===== config.mk =====
export PLATFORM = sky130hd
export DESIGN_NAME = m20k_read_port_arbiter
export DESIGN_NICKNAME = d
export VERILOG_FILES = /design/src/rtl/m20k_read_port_arbiter.sv
export SDC_FILE = /design/constraint.sdc
export NUM_CORES = 1
export LEC_CHECK = 0
export ABC_AREA = 1
export CAP_MARGIN = 15
export CORE_ASPECT_RATIO = 1.4
export CORE_MARGIN = 2
export CORE_UTILIZATION = 40
export CTS_CLUSTER_SIZE = 30
export DETAILED_ROUTE_END_ITERATION = 8
export GPL_TIMING_DRIVEN = 0
export PLACE_DENSITY = 0.88
export SYNTH_ARGS = -nofsm -noshare
export SYNTH_HDL_FRONTEND = slang
export SYNTH_SLANG_ARGS = --single-unit

===== constraint.sdc =====
create_clock -name clk -period 8.51 [get_ports clk]
set_input_delay 1.702 -clock clk [delete_from_list [all_inputs] [get_ports clk]]
set_output_delay 1.702 -clock clk [all_outputs]
set_load 0.02 [all_outputs]

===== src/rtl/m20k_read_port_arbiter.sv =====
// -----------------------------------------------------------------------------
// m20k_read_port_arbiter
//
// Shares one simpleDualPortM20K_20b1024Registered RAM (20-bit x 1024, fixed
// two-cycle registered read) between NUM_REQ read requesters and a single
// writer. The block also sequences a full-memory zero-clear, either after reset
// (CLEAR_ON_RESET) or when initStart is pulsed while running.
//
// Reads are arbitrated round-robin, with at most one grant per cycle. A one-hot
// tag travels down a READ_LATENCY-deep shift register beside each read, so the
// returning RAM data is marked with its owner on respValid. A requester whose
// address matches the write issued in the same cycle is masked for that cycle
// and retried on the next one. As a result it always observes the new data.
//
// Optional build macro:
//   M20K_ARB_STATS_EN : adds the saturating 32-bit counters statGrants and
//                       statHazardStalls.
//
// Ports:
//   clk, rst         single clock; asynchronous active-high reset
//   initStart        pulse in RUN to start a memory clear
//   busy             high while the clear sequence runs
//   reqValid/reqAddr per-requester read requests (10-bit address each, packed)
//   reqReady         one-hot grant (combinational)
//   respValid        one-hot owner of respData, READ_LATENCY cycles after grant
//   respData         RAM read data passthrough
//   wrValid/wrAddr/wrMask/wrData/wrReady   single write channel
//   ramWrite*        RAM write port
//   ramReadEnable/ramReadAddr/ramReadData  RAM read port
//   statGrants, statHazardStalls           (M20K_ARB_STATS_EN only)
// -----------------------------------------------------------------------------
module m20k_read_port_arbiter #(
  parameter int NUM_REQ        = 4,
  parameter int READ_LATENCY   = 2,
  parameter int CLEAR_ON_RESET = 1
) (
  input  logic                  clk,
  input  logic                  rst,
  input  logic                  initStart,
  output logic                  busy,
  input  logic [NUM_REQ-1:0]    reqValid,
  input  logic [NUM_REQ*10-1:0] reqAddr,
  output logic [NUM_REQ-1:0]    reqReady,
  output logic [NUM_REQ-1:0]    respValid,
  output logic [19:0]           respData,
  input  logic                  wrValid,
  input  logic [9:0]            wrAddr,
  input  logic [1:0]            wrMask,
  input  logic [19:0]           wrData,
  output logic                  wrReady,
  output logic                  ramWriteEnable,
  output logic [9:0]            ramWriteAddr,
  output logic [1:0]            ramWriteMask,
  output logic [19:0]           ramWriteData,
  output logic                  ramReadEnable,
  output logic [9:0]            ramReadAddr,
  input  logic [19:0]           ramReadData
`ifdef M20K_ARB_STATS_EN
  ,
  output logic [31:0]           statGrants,
  output logic [31:0]           statHazardStalls
`endif
);

  localparam int PTR_W = (NUM_REQ > 1) ? $clog2(NUM_REQ) : 1;
  localparam logic [9:0] LAST_ADDR = 10'd1023;
  localparam logic [PTR_W:0] NUM_REQ_EXT = (PTR_W + 1)'(NUM_REQ);
  localparam logic [PTR_W-1:0] LAST_REQ = PTR_W'(NUM_REQ - 1);

  typedef enum logic [0:0] {
    CLEAR = 1'b0,
    RUN   = 1'b1
  } state_t;

  state_t             state;
  logic [9:0]         clearAddr;
  logic [PTR_W-1:0]   rrPtr;

  // Control qualified by reset. The block stays inert on the RAM ports while
  // rst is held, even though the FSM already sits in its reset state.
  logic               inClear;
  logic               inRun;

  logic [NUM_REQ-1:0] hazard;
  logic [NUM_REQ-1:0] eligible;
  logic [NUM_REQ-1:0] grant;
  logic               grantFound;
  logic [PTR_W-1:0]   grantIdx;
  logic [PTR_W-1:0]   nextPtr;
  logic [PTR_W:0]     cand;
  logic [9:0]         grantAddr;

  // One-hot owner tags; respTag_p[READ_LATENCY-1] lines up with ramReadData.
  logic [NUM_REQ-1:0] respTag_p [READ_LATENCY];

  assign inClear = (state == CLEAR) && !rst;
  assign inRun   = (state == RUN) && !rst;
  assign busy    = (state == CLEAR);
  assign wrReady = inRun;

  // ---------------------------------------------------------------------------
  // Hazard masking: a read that targets this cycle's write address must wait
  // one cycle. On its retry the write has landed in the RAM.
  // ---------------------------------------------------------------------------
  always_comb begin
    hazard   = '0;
    eligible = '0;
    for (int i = 0; i < NUM_REQ; i++) begin
      hazard[i]   = reqValid[i] && wrValid && (wrAddr == reqAddr[i*10 +: 10]);
      eligible[i] = reqValid[i] && !hazard[i];
    end
  end

  // Round-robin pick: first eligible requester at or after rrPtr, wrapping.
  always_comb begin
    grant      = '0;
    grantFound = 1'b0;
    grantIdx   = '0;
    cand       = '0;
    for (int k = 0; k < NUM_REQ; k++) begin
      cand = {1'b0, rrPtr} + (PTR_W + 1)'(k);
      if (cand >= NUM_REQ_EXT) begin
        cand = cand - NUM_REQ_EXT;
      end
      if (inRun && !grantFound && eligible[cand[PTR_W-1:0]]) begin
        grantFound = 1'b1;
        grantIdx   = cand[PTR_W-1:0];
      end
    end
    if (grantFound) begin
      grant[grantIdx] = 1'b1;
    end
  end

  assign nextPtr  = (grantIdx == LAST_REQ) ? '0 : grantIdx + PTR_W'(1);
  assign reqReady = grant;

  always_comb begin
    grantAddr = '0;
    for (int i = 0; i < NUM_REQ; i++) begin
      if (grant[i]) begin
        grantAddr = reqAddr[i*10 +: 10];
      end
    end
  end

  assign ramReadEnable = grantFound;
  assign ramReadAddr   = grantFound ? grantAddr : 10'd0;

  // ---------------------------------------------------------------------------
  // Write port. The clear sequence owns the port in CLEAR. In RUN an accepted
  // write passes through in the same cycle.
  // ---------------------------------------------------------------------------
  always_comb begin
    ramWriteEnable = 1'b0;
    ramWriteAddr   = '0;
    ramWriteMask   = '0;
    ramWriteData   = '0;
    if (inClear) begin
      ramWriteEnable = 1'b1;
      ramWriteAddr   = clearAddr;
      ramWriteMask   = 2'b11;
      ramWriteData   = '0;
    end else if (inRun && wrValid) begin
      ramWriteEnable = 1'b1;
      ramWriteAddr   = wrAddr;
      ramWriteMask   = wrMask;
      ramWriteData   = wrData;
    end
  end

  // ---------------------------------------------------------------------------
  // Control FSM. CLEAR walks every address exactly once and then falls into
  // RUN. initStart is only honoured in RUN.
  // ---------------------------------------------------------------------------
  always_ff @(posedge clk or posedge rst) begin
    if (rst) begin
      state     <= (CLEAR_ON_RESET != 0) ? CLEAR : RUN;
      clearAddr <= '0;
      rrPtr     <= '0;
    end else begin
      case (state)
        CLEAR: begin
          clearAddr <= clearAddr + 10'd1;
          if (clearAddr == LAST_ADDR) begin
            state <= RUN;
          end
        end
        RUN: begin
          if (grantFound) begin
            rrPtr <= nextPtr;
          end
          if (initStart) begin
            state     <= CLEAR;
            clearAddr <= '0;
          end
        end
        default: begin
          state <= RUN;
        end
      endcase
    end
  end

  // ---------------------------------------------------------------------------
  // Stage p0 .. p(READ_LATENCY-1): owner tag follows the RAM read pipeline.
  // Reads already in flight when a clear starts still complete. A reset drops
  // them.
  // ---------------------------------------------------------------------------
  always_ff @(posedge clk or posedge rst) begin
    if (rst) begin
      for (int s = 0; s < READ_LATENCY; s++) begin
        respTag_p[s] <= '0;
      end
    end else begin
      respTag_p[0] <= grant;
      for (int s = 1; s < READ_LATENCY; s++) begin
        respTag_p[s] <= respTag_p[s-1];
      end
    end
  end

  assign respValid = respTag_p[READ_LATENCY-1];
  // The RAM drives zero when its read was not enabled, so no gating is needed.
  assign respData  = ramReadData;

`ifdef M20K_ARB_STATS_EN
  logic anyHazard;

  assign anyHazard = inRun && (|hazard);

  always_ff @(posedge clk or posedge rst) begin
    if (rst) begin
      statGrants       <= '0;
      statHazardStalls <= '0;
    end else if ((state == RUN) && initStart) begin
      // Counters restart with each clear.
      statGrants       <= '0;
      statHazardStalls <= '0;
    end else begin
      if (grantFound && (statGrants != '1)) begin
        statGrants <= statGrants + 32'd1;
      end
      if (anyHazard && (statHazardStalls != '1)) begin
        statHazardStalls <= statHazardStalls + 32'd1;
      end
    end
  end
`endif

endmodule


# Word-level counts from Yosys, hierarchy flattened
# Cells that the tools add are included.
[word_totals]
inputBits = 100
reg_bits = 21
[classes]
mux = 42
order_cmp = 10
reduce_logical = 32
bitwise = 1
eq_ne = 7
n_addsub = 9
[op_table]
columns = ["op", "count"]
rows = [
  ["10-bit 2-to-1 mux", 8],
  ["10-bit == test", 4],
  ["20-bit 2-to-1 mux", 2],
  ["1-bit logical AND", 23],
  ["2-bit 2-to-1 mux", 11],
  ["10-bit case mux with 2 select lines", 1],
  ["2-bit by 3-bit < comparator with 1-bit output (second input constant)", 5],
  ["1-bit 2-to-1 mux", 13],
  ["10-bit by 1-bit adder with 10-bit output (second input constant)", 1],
  ["10-bit == test (second input constant)", 1],
  ["3-bit greater-or-equal comparator (second input constant)", 3],
  ["1-bit binary-select mux with 2-bit select", 4],
  ["1-bit logical NOT", 8],
  ["2-bit by 1-bit subtractor with 2-bit output (second input constant)", 4],
  ["2-bit by 2-bit adder with 3-bit output (second input constant)", 2],
  ["4-bit 2-to-1 mux", 1],
  ["2-bit by 1-bit adder with 3-bit output (second input constant)", 1],
  ["2-bit by 3-bit greater-or-equal comparator with 1-bit output (second input constant)", 1],
  ["2-bit by 1-bit adder with 2-bit output (second input constant)", 1],
  ["1-bit demux with 2-bit select", 1],
  ["2-bit == test (second input constant)", 1],
  ["2-bit by 1-bit greater-or-equal comparator with 1-bit output (second input constant)", 1],
  ["2-bit != test (second input constant)", 1],
  ["1-bit case mux with 2 select lines", 1],
  ["2 further kinds", 2],
]

# Logic depth before layout (Yosys ltp)
# Gate-level depths: netlist of run 1.
[logic_depth]
depth_word = 30
ltp_mapped = 26

# Worst setup path before layout of run 1
# OpenSTA, ideal clock, no wires.
[synth_timing]
path_kind = "input to output"
startpoint = "in wrAddr[4]"
endpoint = "out ramReadAddr[0]"
path_buffers = 2
arrival_time_ps = 3977
required_time_ps = 6808
slack_ps = 2831
path_stages = 22
path_cell_list = "buf_2 > xnor2_1 > nand2_1 > nor2_1 > nand3_2 > nand3_1 > nand2_1 > nor2_2 > nor2_4 > nand2_4 > nand3_1 > nor2_1 > nor2_1 > nand2_1 > nand2_1 > inv_1 > ha_1 > clkbuf_1 > nand3_1 > nand2_1 > nand2_1 > a21oi_2"
[synth_between]
elab_chain_len = 30
elab_cells_between_ends = 53
[synth_rtl]
columns = ["item", "line", "rtl"]
rows = [
  ["start, declared", "47", "input logic [9:0] wrAddr,"],
  ["10-bit == test", "109", "hazard[i] = reqValid[i] && wrValid && (wrAddr == reqAddr[i*10 +: 10]);"],
  ["1-bit logical AND", "109", ""],
  ["1-bit logical NOT", "110", "eligible[i] = reqValid[i] && !hazard[i];"],
  ["1-bit logical AND", "110", ""],
  ["1-bit binary-select mux with 2-bit select", "125", "if (inRun && !grantFound && eligible[cand[PTR_W-1:0]]) begin"],
  ["1-bit 2-to-1 mux (implied by the code)", "125", ""],
  ["1-bit logical AND", "125", ""],
  ["1-bit 2-to-1 mux", "125", ""],
  ["[... 11 more ...]", "n/a", ""],
  ["2-bit 2-to-1 mux", "125", ""],
  ["2-bit by 3-bit < comparator with 1-bit output (implied by the code) / 2-bit by 1-bit greater-or-equal comparator with 1-bit output (equally long branches)", "131", "grant[grantIdx] = 1'b1;"],
  ["1-bit logical AND (implied by the code)", "131", ""],
  ["1-bit 2-to-1 mux (implied by the code)", "131", ""],
  ["1-bit demux with 2-bit select", "131", ""],
  ["4-bit 2-to-1 mux", "130", "if (grantFound) begin"],
  ["10-bit 2-to-1 mux (4 in series)", "141", "if (grant[i]) begin"],
  ["10-bit 2-to-1 mux *", "148", "assign ramReadAddr = grantFound ? grantAddr : 10'd0;"],
  ["end, declared", "56", "output logic [9:0] ramReadAddr,"],
]
# Mark *: on every way between the ends. The rest lies on a longest branch, timed or not. The select of a mux whose other input is x is not followed.

# Worst setup path after layout of run 1
[layout_timing]
startpoint = "in wrValid"
endpoint = "out ramReadAddr[5]"
[layout_between]
elab_chain_len = 30
elab_cells_between_ends = 53
[layout_rtl]
columns = ["item", "line", "rtl"]
rows = [
  ["start, declared", "46", "input logic wrValid,"],
  ["1-bit logical AND (2 in series)", "109", ""],
  ["1-bit logical NOT", "110", ""],
  ["1-bit logical AND", "110", ""],
  ["1-bit binary-select mux with 2-bit select", "125", ""],
  ["1-bit 2-to-1 mux (implied by the code)", "125", ""],
  ["1-bit logical AND", "125", ""],
  ["1-bit 2-to-1 mux", "125", ""],
  ["1-bit logical NOT", "125", ""],
  ["[... 10 more ...]", "n/a", ""],
  ["2-bit 2-to-1 mux", "125", ""],
  ["2-bit by 3-bit < comparator with 1-bit output (implied by the code) / 2-bit by 1-bit greater-or-equal comparator with 1-bit output (equally long branches)", "131", ""],
  ["1-bit logical AND (implied by the code)", "131", ""],
  ["1-bit 2-to-1 mux (implied by the code)", "131", ""],
  ["1-bit demux with 2-bit select", "131", ""],
  ["4-bit 2-to-1 mux", "130", ""],
  ["10-bit 2-to-1 mux (4 in series)", "141", ""],
  ["10-bit 2-to-1 mux *", "148", ""],
]
# Marked as above.

==> results of run 1 <==
## placed cells by master, fill, tap and decap left out, types with 9 or more instances in the layout
| master | instances |
|---|---|
| inv_1 | 88 |
| clkdlybuf4s50_1 | 152 |
| o22ai_1 | 15 |
| nor2_1 | 55 |
| inv_2 | 11 |
| nand2_1 | 139 |
| dfrtp_1 | 21 |
| buf_4 | 27 |
| nand3_1 | 39 |
| o21ai_0 | 19 |
| a21oi_2 | 10 |
| nand3_2 | 14 |
| clkbuf_1 | 9 |
## per-layer routing
metal / vias up / part of all wire / routed length (um) / track usage
li1: 1831 / - / - / -
met1: 1642 / 0.37 / 3690 / 0.276
met2: 195 / 0.51 / 5080 / 0.452
met3: 26 / 0.089 / 883 / 0.0423
met4: 0 / 0.032 / 321 / 0.100
met5: - / 0 / 0 / 0
## worst reg2reg max path, cell delays in order (launching register included)
cell	delay, ns
dfrtp_1	0.35
buf_2	0.18
xor2_1	0.19
inv_1	0.16
nand3_1	0.10
nand2_1	0.10
nor2_4	0.05
nand2_4	0.08
nand3_1	0.07
nor2_1	0.13
nor2_1	0.05
nand2_1	0.06
nand2_1	0.09
inv_1	0.11
ha_1	0.20
clkbuf_1	0.43
nand2_1	0.10
inv_1	0.10
## flip-flops by register name (all words and copies together), names as in the netlist
signal and count:
respValid 4, respTag_p 4, state 1, rrPtr 2
clearAddr 10
## power groups by stage
| stage | clock [mW] | combinational [mW] | sequential [mW] |
|---|---|---|---|
| floorplan | 0 | 0.197 | 0.136 |
| global placement | 0 | 0.302 | 0.139 |
| detailed placement | 0 | 0.310 | 0.140 |
| CTS | 0.0635 | 0.310 | 0.138 |
| global route | 0.0679 | 0.345 | 0.142 |
| finish | 0.0619 | 0.311 | 0.139 |
## logic make-up (layout without fill, tap and decap cells)
group | Yosys count | count (layout)
and+or+nand+nor | 270 | 270
buffers and inverters | 144 | 300
AOI/OAI and AO/OA | 51 | 51
DFF | 21 | 21
xor gates and xnor gates | 12 | 12
adders and majority gates | 5 | 5
## through the flow
step                utilization  area (um2)  std cells
finish                    0.656        4610        754
global route              0.656        4610        754
CTS                       0.656        4610        754
detailed placement        0.650        4560        750
global placement          0.650        4560        750
floorplan                     -        2920        503
## worst max path at each step
stage          startpoint              to  slack, ns  cells after the start
5_1_grt         wrAddr[6]  ramReadAddr[6]       0.76                     26
4_1_cts           wrValid  ramReadAddr[5]       1.25                     24
3_3_place_gp      wrValid  ramReadAddr[6]       1.30                     24
3_5_place_dp      wrValid  ramReadAddr[5]       1.27                     24
6_report          wrValid  ramReadAddr[5]       1.21                     24
2_1_floorplan   wrAddr[4]  ramReadAddr[0]       2.83                     22
## cell type report
type,count,area (um2)
Buffer,43,297
Timing Repair Buffer,152,1520
Multi-Input combinational cell,338,1720
Clock inverter,1,5.00
Fill cell,649,2420
Inverter,101,379
Tap cell,95,119
Sequential cell,21,526
Clock buffer,3,41.3
==> flow_summary.ini, run 1 <==
[timing]
finClkSkew_ns = 0.00220
max_freq_ghz = 0.137
hold_slack_ns = 0.351
final_max_slew_viol_count = 0
setup-violations-final = 0
min_period_ns = 7.30
finalWorstSetupSlack_ns = 1.21
rsz0062_at_grt = no
worst_slew_pin_slew_ns = 0.810
finalCritPeriodShare = 0.858
relSlewSlack = 0.460
hold_viol = 0
tns_ns = 0

[synthesis]
netlist.top_cell.by_area = dfrtp_1
yosys.cell_types.count = 34
avgSynthCellArea_um2 = 5.81
synth_area_leaders = dfrtp_1 18%, nand2_1 18%, inv_1 11%
synthArstFlopShare = 1.00
yosysMostFrequentCell = nand2_1
ys_ff_latch = 21
synth_top_family_by_area = simple AND/OR/NAND/NOR gates
synthXorXnorAreaFrac = 0.0359
synth_fa_ha_area_frac = 0.0214
synth-compound-area-share = 0.110
syn_area_um2 = 2920
synth_top_area_share = 0.180
synth_simple_gate_area_share = 0.422
muxShareOfSynthArea = 0
synth-main-ff-cell = dfrtp_1
ys_seq_area_frac = 0.180
ys_top_cells_by_count = 139 x nand2_1, 88 x inv_1, 55 x nor2_1
synth_edf_count = 0
synth_nets = 608
yosysWarnings = 0
netlist_instances = 503

[critical_path]
cp_cell_sequence = clkdlybuf4s50_1 -> inv_1 -> a21oi_1 -> nand2_1 -> nor2_1 -> nand3_1 -> nand2_1 -> nand2_1 -> nand2_1 -> nand2_2 -> nand3_2 -> nand3_1 -> nor2_1 -> nor2_1 -> nand2_1 -> nand2_1 -> inv_1 -> ha_1 -> clkbuf_1 -> nand3_1 -> nand2_1 -> nand2_1 -> a21oi_2 -> clkdlybuf4s50_1
end_kind = output port
worstRegToRegCells = 17
critPathArrivalTime_ns = 5.60
cpPeakStageDelay_ns = 0.63
cp.required_ns = 6.81
cp.buffers_inverters = 5
crit_slowest_cell = clkdlybuf4s50_1
critPathKind = input port to output port
critPathTopFamily = buffers and inverters
critPathMaxFanout = 10
critPathMostFrequentCell = nand2_1
rr_endpoint = respTag_p[5]$_DFF_PP0_
startpoint_type = input port
r2r-start = rrPtr[0]$_DFFE_PP0P_
r2r_slack_ns = 5.87

[final_layout]
antennaDiodeCount = 0
syn_to_final_growth_pct = 57.7
final_nets = 765
drive_gt1_frac = 0.127

[routing]
firstDrtPassIters = 5
routed_wl_mm = 9.98
ant_nets = 0
vias_per_cell = 4.90
initialDrtViolationCount = 208
vias = 3694
drt_drc_violations_left = 0
wl_per_cell_um = 13.2

[worst_hold_path]
worstHoldStart = respTag_p[4]$_DFF_PP0_
holdPathStages = 0
hold_end = respValid[0]$_DFF_PP0_
hp-class = flip-flop to flip-flop

[cts]
cts.sinks = 21
clk-insertion-delay-late_ns = 0.25
ctsHoldBuffers = 0
cts_buffers = 3
cts.repair.resized = 0
cts_htree_levels = 1
cts_tree = yes
path_clk_slew_ns = 0.07
post-cts-setup-buffer-count = 0
cts_buffer_depth = 2
cts-root-buf = clkbuf_8

[global_routing]
grt_start_max_net_pins = 23
grt_overflow = 0
antenna_found_initial = 0
grtUsageTotal = 0.245
grt_pass1_vias = 3549
grt_pass1_wl_mm = 16.2

[pwr]
p_sw_frac = 0.438
combPwrFrac = 0.608
ir_drop_uv = 56.2
p_leak_nw = 2.30
power.share.sequential = 0.271
clkPwrFrac = 0.121
p_int_uw = 288
p_total_uw = 511
cellPowerDensity_nw_per_um2 = 111
power_switching_uw = 224

[floorplanning]
dieWidth_um = 76.3
die_y_um = 105
ios = 174
initial_core_util = 0.416
core_area_um2 = 7030
rows = 36
die_area_um2 = 8020

[outcome]
outcome = complete, no violations

[run]
maxCapViolations = 0

[placement]
numPortBuffers = 152
place_ws_ns = 1.27
hpwlAfterDp_mm = 8.39
globalplace.congestion = 0.972
Power figures use the tool's default switching activity.
==> inputs of run 2 (changes only) <==
--- a/config.mk
+++ b/config.mk
@@ -9,11 +9,13 @@
 export CAP_MARGIN = 15
 export CORE_ASPECT_RATIO = 1.4
 export CORE_MARGIN = 2
-export CORE_UTILIZATION = 40
+export CORE_UTILIZATION = 35
 export CTS_CLUSTER_SIZE = 30
 export DETAILED_ROUTE_END_ITERATION = 8
 export GPL_TIMING_DRIVEN = 0
-export PLACE_DENSITY = 0.88
+export MAX_ROUTING_LAYER = met4
+export PLACE_DENSITY = 0.79
 export SYNTH_ARGS = -nofsm -noshare
 export SYNTH_HDL_FRONTEND = slang
 export SYNTH_SLANG_ARGS = --single-unit
+export TNS_END_PERCENT = 10
==> run 2 against run 1 <==
  * Critical path depth unchanged
  * Hold slack worse by 0.0050 ns
  * First-iteration DRC count up 20%
  * Clock skew up 0.0011 ns
  * Clock-buffer cell count unchanged
  * Utilization down 8.5 points
  * Via count up 1.1%
  * Worst setup slack worse by 0.10 ns
  * Die area up 14%
  * Cell count up 0.93%
  * Non-clock buffer count unchanged
  * Largest cell class unchanged
  * Highest routed layer unchanged
==> flow_summary.ini, run 2 (synthesis gave the netlist of run 1 again) <==
[pwr]
ir_drop_uv = 97.2
power_switching_uw = 239
p_leak_nw = 2.32
combPwrFrac = 0.572
p_int_uw = 319
cellPowerDensity_nw_per_um2 = 120
clkPwrFrac = 0.178
p_sw_frac = 0.428
power.share.sequential = 0.250

[floorplanning]
die_area_um2 = 9110
rows = 39
initial_core_util = 0.359
dieWidth_um = 81.3
ios = 174
die_y_um = 112
core_area_um2 = 8150

[final_layout]
layout_common_cells = 152 x clkdlybuf4s50_1, 139 x nand2_1, 88 x inv_1, 55 x nor2_1, 39 x nand3_1
drive_gt1_frac = 0.127
stdcell_count = 761
syn_to_final_growth_pct = 59.1
largest_register_ffs = 10
final_common_cell = clkdlybuf4s50_1
final_nets = 765
antennaDiodeCount = 0
top_register = clearAddr

[timing]
min_period_ns = 7.40
hold_viol = 0
rsz0062_at_grt = no
finalCritPeriodShare = 0.870
setup-violations-final = 0
relSlewSlack = 0.445
tns_ns = 0
max_freq_ghz = 0.135
final_max_slew_viol_count = 0
worst_slew_pin_slew_ns = 0.831
finClkSkew_ns = 0.00333

[placement]
globalplace.congestion = 0.956
placed_cells_incl_taps = 757
numPortBuffers = 152
hpwlAfterDp_mm = 8.68

[run]
maxCapViolations = 0

[critical_path]
end_kind = output port
critPathKind = input port to output port
critPathArrivalTime_ns = 5.70
critPathMaxFanout = 10
cp.required_ns = 6.81
startpoint_type = input port

[routing]
vias_per_cell = 4.91
met2_length_mm = 5.38
firstDrtPassIters = 5
ant_nets = 0
wl_per_cell_um = 13.9
routed_wl_mm = 10.6
routed.top_layer = met4
drt_drc_violations_left = 0
wl_met1_mm = 3.89
initialDrtViolationCount = 250
route.met3.wl_um = 936
vias = 3733

[worst_hold_path]
hp-class = flip-flop to flip-flop

[global_routing]
grt_start_max_net_pins = 23
grt_pass1_vias = 3487
grt_overflow = 0
antenna_found_initial = 0
grt_pass1_wl_mm = 16.2
grtUsageTotal = 0.230

[cts]
clk-insertion-delay-late_ns = 0.26
cts.sinks = 21
path_clk_slew_ns = 0.05
cts_buffer_depth = 2
cts_buffers = 3
cts_htree_levels = 1
cts-root-buf = clkbuf_16
cts_tree = yes
post-cts-setup-buffer-count = 0
ctsHoldBuffers = 0
cts.repair.resized = 0

[outcome]
outcome = complete, no violations
## run 2: cell types whose count changed in the layout (fill, tap and decap cells not counted)
cell       delta
clkbuf_8      -3
clkbuf_16     +3
## run 2: area by class of cell
cell class	instances	area (um2)
inverters	101	379
repair buffers	152	1520
multi-input cells	338	1720
well taps	102	128
clock buffers	3	75.1
plain buffers	43	297
clock inverters	1	5.00
flip-flops and latches	21	526
fillers	766	3500
## run 2: metrics by stage
step / instance area (um2) / worst slack [ns] / hold WS [ns] / power (mW) / util
floorplan: 2920 / 2.83 / 0.331 / 0.333 / -
global route: 4650 / 0.831 / 0.356 / 0.594 / 0.571
detailed placement: 4570 / 1.23 / 0.335 / 0.454 / 0.561
finish: 4650 / 1.11 / 0.346 / 0.557 / 0.571
CTS: 4650 / 1.20 / 0.347 / 0.555 / 0.571
global placement: 4570 / 1.24 / 0.332 / 0.444 / 0.561
## run 2: worst paths after layout
check,depth (start not counted),from,end,slack [ns]
min,0,respTag_p[7]$_DFF_PP0_,respValid[3]$_DFF_PP0_,0.35
min reg2reg,0,respTag_p[7]$_DFF_PP0_,respValid[3]$_DFF_PP0_,0.35
max,24,wrValid,ramReadAddr[6],1.11
max reg2reg,17,rrPtr[0]$_DFFE_PP0P_,respTag_p[5]$_DFF_PP0_,5.86
min in group asynchronous,2,rst,clearAddr[7]$_DFFE_PP0P_,1.97
max in group asynchronous,2,rst,respValid[2]$_DFF_PP0_,6.02
## run 2: worst max-delay path, cell delays in order
cell,delay [ns]
clkdlybuf4s50_1,0.57
inv_1,0.13
a21oi_1,0.13
nand2_1,0.06
nor2_1,0.18
nand3_1,0.18
nand3_1,0.13
nand2_1,0.07
nor2_2,0.13
nor2_4,0.06
nand2_4,0.08
nand3_1,0.07
nor2_1,0.12
nor2_1,0.05
nand2_1,0.06
nand2_1,0.08
inv_1,0.12
ha_1,0.21
clkbuf_1,0.45
nand3_1,0.14
nand2_1,0.10
nand2_1,0.07
a21oi_2,0.16
clkdlybuf4s50_1,0.63
## run 2: power groups by stage
stage	Clock, mW	Combinational (mW)	Sequential [mW]
after floorplan	0	0.197	0.136
after global placement	0	0.305	0.139
after detailed placement	0	0.314	0.140
after CTS	0.101	0.316	0.139
after global routing	0.104	0.348	0.142
final	0.0992	0.319	0.139
## run 2: layer usage
metal	global-route usage	vias to the layer above
met1	0.257	1653
met4	0.0893	0
met5	-	-
li1	-	1832
met3	0.0177	29
met2	0.416	219
